===== src/rtl/rr_arb2_pkt.sv =====
// Two-requester round-robin packet arbiter feeding one registered output stage.
// A grant stays on one requester from the first accepted beat until its last beat.
module rr_arb2_pkt #(
    parameter int unsigned WIDTH = 8
) (
    input  logic             clk,
    input  logic             rst,
    input  logic             in0_valid,
    input  logic [WIDTH-1:0] in0_data,
    input  logic             in0_last,
    output logic             in0_ready,
    input  logic             in1_valid,
    input  logic [WIDTH-1:0] in1_data,
    input  logic             in1_last,
    output logic             in1_ready,
    output logic             out_valid,
    output logic [WIDTH-1:0] out_data,
    output logic             out_last,
    output logic             out_src,
    input  logic             out_ready
);

    typedef enum logic [1:0] {
        IDLE  = 2'd0,
        LOCK0 = 2'd1,
        LOCK1 = 2'd2
    } state_t;

    state_t           r_state;
    state_t           w_state_nxt;
    logic             r_prio;
    logic             w_prio_nxt;
    logic             r_out_valid;
    logic [WIDTH-1:0] r_out_data;
    logic             r_out_last;
    logic             r_out_src;

    logic             w_load_en;
    logic             w_g0;
    logic             w_g1;
    logic             w_acc0;
    logic             w_acc1;
    logic             w_acc;
    logic             w_acc_last;
    logic [WIDTH-1:0] w_sel_data;

    // Output stage can take a new beat when empty or draining this cycle.
    assign w_load_en = !r_out_valid | out_ready;

    // One-hot grant: locked state wins, otherwise round-robin on contention.
    always_comb begin
        w_g0 = 1'b0;
        w_g1 = 1'b0;
        case (r_state)
            IDLE: begin
                if (in0_valid && in1_valid) begin
                    w_g0 = !r_prio;
                    w_g1 = r_prio;
                end else begin
                    w_g0 = in0_valid;
                    w_g1 = in1_valid;
                end
            end
            LOCK0:   w_g0 = 1'b1;
            LOCK1:   w_g1 = 1'b1;
            default: begin
                w_g0 = 1'b0;
                w_g1 = 1'b0;
            end
        endcase
    end

    assign in0_ready  = w_load_en & w_g0;
    assign in1_ready  = w_load_en & w_g1;
    assign w_acc0     = in0_valid & in0_ready;
    assign w_acc1     = in1_valid & in1_ready;
    assign w_acc      = w_acc0 | w_acc1;
    assign w_acc_last = w_acc0 ? in0_last : in1_last;

    // AND-OR data select; grants are one-hot so at most one term is live.
    assign w_sel_data = (in0_data & {WIDTH{w_g0}}) | (in1_data & {WIDTH{w_g1}});

    // Next-state and priority update; priority moves only on a packet's last beat.
    always_comb begin
        w_state_nxt = r_state;
        w_prio_nxt  = r_prio;
        case (r_state)
            IDLE: begin
                if (w_acc && !w_acc_last) begin
                    w_state_nxt = w_acc1 ? LOCK1 : LOCK0;
                end
            end
            LOCK0: begin
                if (w_acc0 && in0_last) begin
                    w_state_nxt = IDLE;
                end
            end
            LOCK1: begin
                if (w_acc1 && in1_last) begin
                    w_state_nxt = IDLE;
                end
            end
            default: w_state_nxt = IDLE;
        endcase
        if (w_acc && w_acc_last) begin
            w_prio_nxt = w_acc0;
        end
    end

    // State and priority registers.
    always_ff @(posedge clk or posedge rst) begin
        if (rst) begin
            r_state <= IDLE;
            r_prio  <= 1'b0;
        end else begin
            r_state <= w_state_nxt;
            r_prio  <= w_prio_nxt;
        end
    end

    // Output register: load on accept, empty on an idle drain, hold when stalled.
    always_ff @(posedge clk or posedge rst) begin
        if (rst) begin
            r_out_valid <= 1'b0;
            r_out_data  <= '0;
            r_out_last  <= 1'b0;
            r_out_src   <= 1'b0;
        end else if (w_load_en) begin
            if (w_acc) begin
                r_out_valid <= 1'b1;
                r_out_data  <= w_sel_data;
                r_out_last  <= w_acc_last;
                r_out_src   <= w_acc1;
            end else begin
                r_out_valid <= 1'b0;
            end
        end
    end

    assign out_valid = r_out_valid;
    assign out_data  = r_out_data;
    assign out_last  = r_out_last;
    assign out_src   = r_out_src;

endmodule


===== config.mk =====
export PLATFORM = sky130hd
export DESIGN_NAME = rr_arb2_pkt
export DESIGN_NICKNAME = d
export VERILOG_FILES = /design/src/rtl/rr_arb2_pkt.sv
export SDC_FILE = /design/constraint.sdc
export NUM_CORES = 1
export LEC_CHECK = 0
export CORE_AREA = 2 2 49 51
export CTS_CLUSTER_SIZE = 12
export DETAILED_ROUTE_END_ITERATION = 6
export DIE_AREA = 0 0 51 53
export PLACE_DENSITY = 0.77
export SKIP_CTS_REPAIR_TIMING = 1
export SYNTH_ARGS = -nofsm -noshare
export SYNTH_HDL_FRONTEND = slang
export SYNTH_SLANG_ARGS = --single-unit
export TNS_END_PERCENT = 30

===== constraint.sdc =====
create_clock -name clk -period 1.2 [get_ports clk]
set_input_delay 0.24 -clock clk [delete_from_list [all_inputs] [get_ports clk]]
set_output_delay 0.24 -clock clk [all_outputs]
set_load 0.03 [all_outputs]

# == After elaboration in Yosys (flattened, before gate mapping) ==
# Cells that the tools add are included.
# Widths: inputs -> output; s select.
# totals
regBits,14
input_bits,23
out_inout_bits,13
elab_cells,42
# op_classes
n_eq_ne,5
n_mux,11
bitwise_logic,9
reduce_logical,11
# ops
operator,count
$and 8x8->8,2
$mux 2,4
$or 8x8->8,1
$ne 2x2->1 const B,3
$pmux 2 s3,1
$logic_and 1x1->1,5
$and 1x1->1,4
$mux 1,4
$pmux 1 s2,2
$logic_not 1->1,3
$reduce_and 3->1,1
$eq 2x1->1 const B,1
$eq 2x2->1 const B,1
$logic_not 2->1,1
$or 1x1->1,2
$reduce_and 2->1,1

# == Logic depth before layout (Yosys ltp) ==
# Gate-level depths: netlist of the first run.
# depth
ltp_word,10
mapped_depth,6
ltp_nobuf,4

# == Worst setup path before layout of the first run ==
# No wires, ideal clock.
# synth_path
path_kind,flip-flop to output port
from,register r_state[0]
to,output in1_ready
t_arrival_ns,1.234
required_ns,0.960
setup_slack_ns,-0.274
stages_incl_launch_ff,5
n_path_buf,1
cell_sequence,dfrtp_1 > and2b_1 > a22o_1 > buf_2 > and2_1
# synth_via
elab_chain_cells,3
elab_cells_between_ends,4
classes_between,eq/ne (1); mux (1); bitwise (1); reduce/logical (1)
# synth_rtl
element,line,rtl
from (decl),29,state_t r_state;
from (signal assigned),116,r_state <= w_state_nxt;
$eq 2x2->1 or $logic_not 2->1 (tied branches),54,case (r_state)
$pmux 1 s2 (*),54,
$and 1x1->1 (*),74,assign in1_ready = w_load_en & w_g1;
to (decl),15,"output logic in1_ready,"
# Mark *: on every way between the ends. The rest lies on a longest branch, timed or not.

# == Final worst setup path of the first run ==
# Same ends and word-level chain as after synthesis.

==> out/results.ini, run 1 <==
[synthesis]
yosysTopAreaCell = dfrtp_1
synth_adder_area_share = 0
synth-seq-cells = 14
ys_top_cells_by_count = 14 x dfrtp_1, 10 x nand2_1, 9 x o21ai_1, 8 x a22oi_1, 4 x nor2_1
synthDominantCellAreaShare = 0.502
synth_top_family_by_area = compound AO/OA/AOI/OAI gates
seq_area_frac_synth = 0.502
xor_xnor_share_of_the_synthesized_area = 0
postSynthCellCount = 69
ys.warnings.count = 0
synth-edff-count = 0
synthMostInstantiatedCell = dfrtp_1
netlist-cell-type-count = 24
synthesis.area_per_instance_um2 = 10.1
ys_async_sr_fraction = 1.00
synthSimpleGateAreaFrac = 0.206
combined_area_of_all_synthesized_cells_um2 = 698
synth_compound_gate_area_share = 0.242
syn-num-nets = 92
netlist_top_cells_area = dfrtp_1 50%, a22oi_1 8.6%, o21ai_1 6.5%, nand2_1 5.4%, nor3_4 2.3%
synthMuxAreaShare = 0.0143
ys_dominant_reg_cell = dfrtp_1

[floorplan]
dieWidth_um = 51
floorplan.die_area_um2 = 2700
initial_core_util = 0.325
core_area_um2 = 2150
placement_rows = 17
chipHeight_um = 53
floorplan.io_pins = 36

[timing]
hold_viol = 0
final-setup-viol-count = 15
rsz0062_at_grt = yes
totalNegativeSetupSlack_ns = -2.66
period_share = 1.35
hold_slack_ns = 0.249
max-slew-margin-rel = 0.807
worst_path_setup_slack_after_routing_ns = -0.422
actual_transition_at_the_worst_max_transition_pin_ns = 0.289
maxClockFrequency_ghz = 0.617
finalCriticalPeriod_ns = 1.62
timing.clock.skew_ns = 0.00864
timing_max_transition_violations_final = 0

[route]
route.detailed.wl_per_inst_um = 14.5
drt_drc_violations_left = 0
postRouteWirelength_um = 2160
detail_route.first_pass.iterations = 3
drtAntennaViolNets = 0
vias = 740
initialDrtViolationCount = 4
routed_via_density = 4.97

[run_status]
violated_checks = setup timing
outcome = complete, but fails checks

[placed_design]
placement.io_buffers = 35
dpl.hpwl_um = 1600
gp_congestion = 0.801

[critical_path]
r2r_start = r_state[0]$_DFFE_PP0P_
crit_path_top_delay_cell = dfrtp_2
end_kind = primary output
timing.critical_path.arrival_ns = 1.38
r2r_slack_ns = -0.19
worstPathBufferInverterCount = 1
worst-setup-path-type = flip-flop to primary output
crit_chain = and2b_1 > a22o_1 > and2_4 > buf_6
r2r-end = out_last$_DFFE_PP0P_
crit_family = flip-flops
worst-path-max-fanout = 5
worst_path_largest_cell_delay_ns = 0.45
critPathRequiredTime_ns = 0.96
worst_setup_path_start_kind = flip-flop
reg2regPathDepth = 4

[grt]
grt_max_degree = 17
grt_first_pass_wirelength_um = 3150
antenna_found_initial = 0
grt_util_all_layers = 0.160
gr-total-overflow = 0
first_global_vias = 697

[clock_network]
cts_sinks = 14
tritoncts_clock_tree = yes
ctsRootBufferMaster = clkbuf_4
worstSkewPairLatency_ns = 0.28
max-clock-path-buffers = 2
clkTransAtPathRegs_ns = 0.09
cts_inserted_buffers = 3
h-tree-depth = 1

[final_layout]
final_net_count = 145
area_growth_pct = 83.5
insertedDiodeCount = 0
drive_above_1_share = 0.438
n_fill_cell = 182

[power_and_ir_drop]
power_per_cell_area_nw_per_um2 = 2530
ir_worst_vdd_v = 0.00144
p_total_mw = 3.24
power.leakage_nw = 0.567

[hold_path]
min_path_type = input pin to asynchronous set/reset pin

[job]
drv.max_cap_violation_count = 0

## layout make-up
cell class                      instances  area, um2  area share
Timing Repair Buffer                   51        483       0.377
Multi-Input combinational cell         50        367       0.286
Sequential cell                        14        353       0.275
Clock buffer                            4       36.3      0.0283
Tap cell                               28       35.0      0.0273
Inverter                                2       7.51     0.00586
## flip-flops by register name (all words and copies together), names as in the netlist
register and count:
r_state 2, out_src 1, r_prio 1, out_data 8, out_valid 1, out_last 1
## through the flow
| step | area [um2] | setup WS (ns) | util | std cells |
|---|---|---|---|---|
| final | 1280 | -0.422 | 0.596 | 149 |
| after global routing | 1280 | -0.467 | 0.596 | 149 |
| after CTS | 1200 | -0.453 | 0.559 | 148 |
| after detailed placement | 1160 | -0.445 | 0.542 | 144 |
| after global placement | 1160 | -0.398 | 0.542 | 144 |
| after floorplan | 717 | -0.135 | - | 69 |
## metal layers
metal  global-route usage  share of wire
met1                0.159           0.39
met4               0.0676          0.016
met3               0.0508          0.074
met5                    0              0
met2                0.303           0.52
## worst max path at each step
stage | startpoint | to | cells past startpoint
floorplan | out_valid$_DFFE_PP0P_ | out_last$_DFFE_PP0P_ | 5
detailed placement | in1_valid | out_last$_DFFE_PP0P_ | 5
finish | r_state[0]$_DFFE_PP0P_ | in1_ready | 4
global route | r_state[0]$_DFFE_PP0P_ | in1_ready | 4
CTS | r_state[0]$_DFFE_PP0P_ | in0_ready | 4
global placement | in1_valid | out_last$_DFFE_PP0P_ | 5
## tightest hold or removal path, stage by stage
cell             delay (ns)
clkdlybuf4s50_1        0.40
inv_1                  0.05
buf_4                  0.21
## placed cells by master (no fill, tap or decap)
master / Yosys / layout
buf_4: 1 / 23
clkdlybuf4s50_1: 0 / 22
dfrtp_1: 14 / 12
nand2_1: 10 / 8
o21ai_1: 9 / 8
a22oi_2: 0 / 5
buf_6: 0 / 4
a22oi_1: 8 / 3
clkbuf_4: 0 / 3
nand2b_1: 2 / 2
nand2_2: 0 / 2
nor2_1: 4 / 2
a31oi_1: 2 / 2
inv_1: 2 / 2
and2_4: 0 / 2
nor2_2: 0 / 2
dfrtp_2: 0 / 2
nor2b_1: 1 / 1
and2b_1: 1 / 1
o21ai_4: 1 / 1
nand3_1: 1 / 1
a21oi_1: 1 / 1
a31o_2: 1 / 1
and3_1: 1 / 1
and3b_4: 1 / 1
nor3_4: 1 / 1
a22o_1: 1 / 1
o21ai_2: 0 / 1
and4bb_2: 1 / 1
a211oi_2: 1 / 1
mux2i_1: 1 / 1
clkbuf_8: 0 / 1
clkbuf_16: 0 / 1
buf_12: 0 / 1
## logic make-up (layout without fill, tap and decap cells)
kind of cell	after synthesis	after routing
AOI/OAI and AO/OA	24	24
buffers and inverters	5	57
DFF	14	14
muxes	1	1
and+or+nand+nor	25	25
## power by group
group	internal (mW)	switching [mW]
Combinational	0.994	1.06
Clock	0.185	0.158
Sequential	0.689	0.159
Total	1.87	1.38
(Power assumes the default switching activity.)
==> inputs of run 2 (changes only) <==
ABC_AREA = 0   (was unset)
CORE_AREA = 2 2 48 50   (was 2 2 49 51)
CTS_BUF_LIST = sky130_fd_sc_hd__clkbuf_4   (was unset)
DIE_AREA = 0 0 50 52   (was 0 0 51 53)
PLACE_DENSITY = 0.7   (was 0.77)
==> out/results.ini, run 2 (synthesis gave the netlist of run 1 again) <==
[run_status]
outcome = complete, but fails checks
violated_checks = setup timing

[power_and_ir_drop]
power_per_cell_area_nw_per_um2 = 2530
power.leakage_nw = 0.635
ir_worst_vdd_v = 0.00159

[critical_path]
critPathRequiredTime_ns = 0.96
timing.critical_path.arrival_ns = 1.44
end_kind = primary output
worst-setup-path-type = flip-flop to primary output
worst_setup_path_start_kind = flip-flop
r2r_start = r_state[0]$_DFFE_PP0P_
reg2regPathDepth = 6
worst-path-max-fanout = 6
r2r-end = out_data[7]$_DFFE_PP0P_
r2r_slack_ns = -0.27

[timing]
timing.clock.skew_ns = 0.00121
period_share = 1.40
timing_max_transition_violations_final = 0
max-slew-margin-rel = 0.813
rsz0062_at_grt = yes
actual_transition_at_the_worst_max_transition_pin_ns = 0.279
hold_viol = 0
final-setup-viol-count = 13
maxClockFrequency_ghz = 0.595
hold_slack_ns = 0.271
worst_path_setup_slack_after_routing_ns = -0.480
finalCriticalPeriod_ns = 1.68

[route]
postRouteWirelength_um = 2120
drtAntennaViolNets = 0
initialDrtViolationCount = 1
detail_route.first_pass.iterations = 4
drt_drc_violations_left = 0
route.detailed.wl_per_inst_um = 13.8
vias = 750
routed_via_density = 4.87

[clock_network]
tritoncts_clock_tree = yes
max-clock-path-buffers = 2
cts_inserted_buffers = 3
clkTransAtPathRegs_ns = 0.08
ctsRootBufferMaster = clkbuf_4
h-tree-depth = 1
worstSkewPairLatency_ns = 0.27
cts_sinks = 14

[grt]
first_global_vias = 659
grt_util_all_layers = 0.147
grt_max_degree = 20
grt_first_pass_wirelength_um = 2820
antenna_found_initial = 0
gr-total-overflow = 0

[floorplan]
placement_rows = 17
floorplan.io_pins = 36
chipHeight_um = 52
dieWidth_um = 50
initial_core_util = 0.332
floorplan.die_area_um2 = 2600
core_area_um2 = 2110

[final_layout]
area_growth_pct = 98.7
most_common_library_cell_in_the_layout_ignoring_fill_and_taps = buf_4
drive_above_1_share = 0.508
fin_util = 0.659
mostFrequentLayoutCells = 25 x buf_4, 21 x clkdlybuf4s50_1, 13 x dfrtp_1
insertedDiodeCount = 0
multiInputGateArea_um2 = 415
final_net_count = 150
n_fill_cell = 159
register_area_um2 = 352
largest_register_ffs = 8

[placed_design]
dpl.hpwl_um = 1420
placement.io_buffers = 35
gp_congestion = 0.822

[hold_path]
min_path_type = input pin to asynchronous set/reset pin

[job]
drv.max_cap_violation_count = 0

==> run 2: cell count changes in the layout (fill, tap and decap cells not counted), moves of 2 or more <==
cell,previous run,this run
nand2_4,0,2
buf_4,23,25
buf_6,4,6
a22oi_2,5,8
nand2b_4,0,2
nand2b_1,2,0
a22oi_1,3,0
==> run 2: metal layers <==
metal,vias to the layer above,global-route usage,share of wire
met3,0,0.0546,0.081
met2,29,0.246,0.53
met1,351,0.165,0.39
li1,370,-,-
met4,0,0.0694,0
met5,-,0,0
==> run 2: stage by stage <==
stage	power (mW)	std cells	setup TNS, ns	area (um2)	setup slack (ns)
floorplan	1.94	69	-0.718	717	-0.135
global placement	2.64	144	-6.33	1150	-0.448
detailed placement	2.67	144	-6.54	1150	-0.466
CTS	2.98	148	-3.28	1180	-0.506
global route	3.73	154	-4.09	1390	-0.540
finish	3.51	154	-3.26	1390	-0.480
==> run 2: final cells by class <==
class	count	share of cell area
timing repair buffer	56	0.395
multi-input combinational	50	0.299
sequential	14	0.253
tap	28	0.0252
clock buffer	4	0.0216
inverter	2	0.00541
==> run 2: where the power goes <==
part           internal, mW  switching, mW
Clock                 0.151          0.148
Sequential            0.687          0.177
Combinational          1.22           1.13
==> run 2: worst max-delay path: stages, from the launching register on <==
cell     delay, ns
dfrtp_1       0.42
and2b_1       0.23
a22o_1        0.24
and2_4        0.15
buf_6         0.13
==> run 2: worst max path at each step <==
| stage | to | from |
|---|---|---|
| finish | in1_ready | r_state[0]$_DFFE_PP0P_ |
| global route | in0_ready | r_state[0]$_DFFE_PP0P_ |
| CTS | in0_ready | r_state[0]$_DFFE_PP0P_ |
| detailed placement | out_data[3]$_DFFE_PP0P_ | in1_valid |
| global placement | in0_ready | in0_valid |
| floorplan | out_last$_DFFE_PP0P_ | out_valid$_DFFE_PP0P_ |
==> inputs of run 3 (changes only) <==
CTS_CLUSTER_SIZE = unset   (was 12)
==> results of run 3 <==
The final DEF is identical to that of run 2; final timing and power are the same.
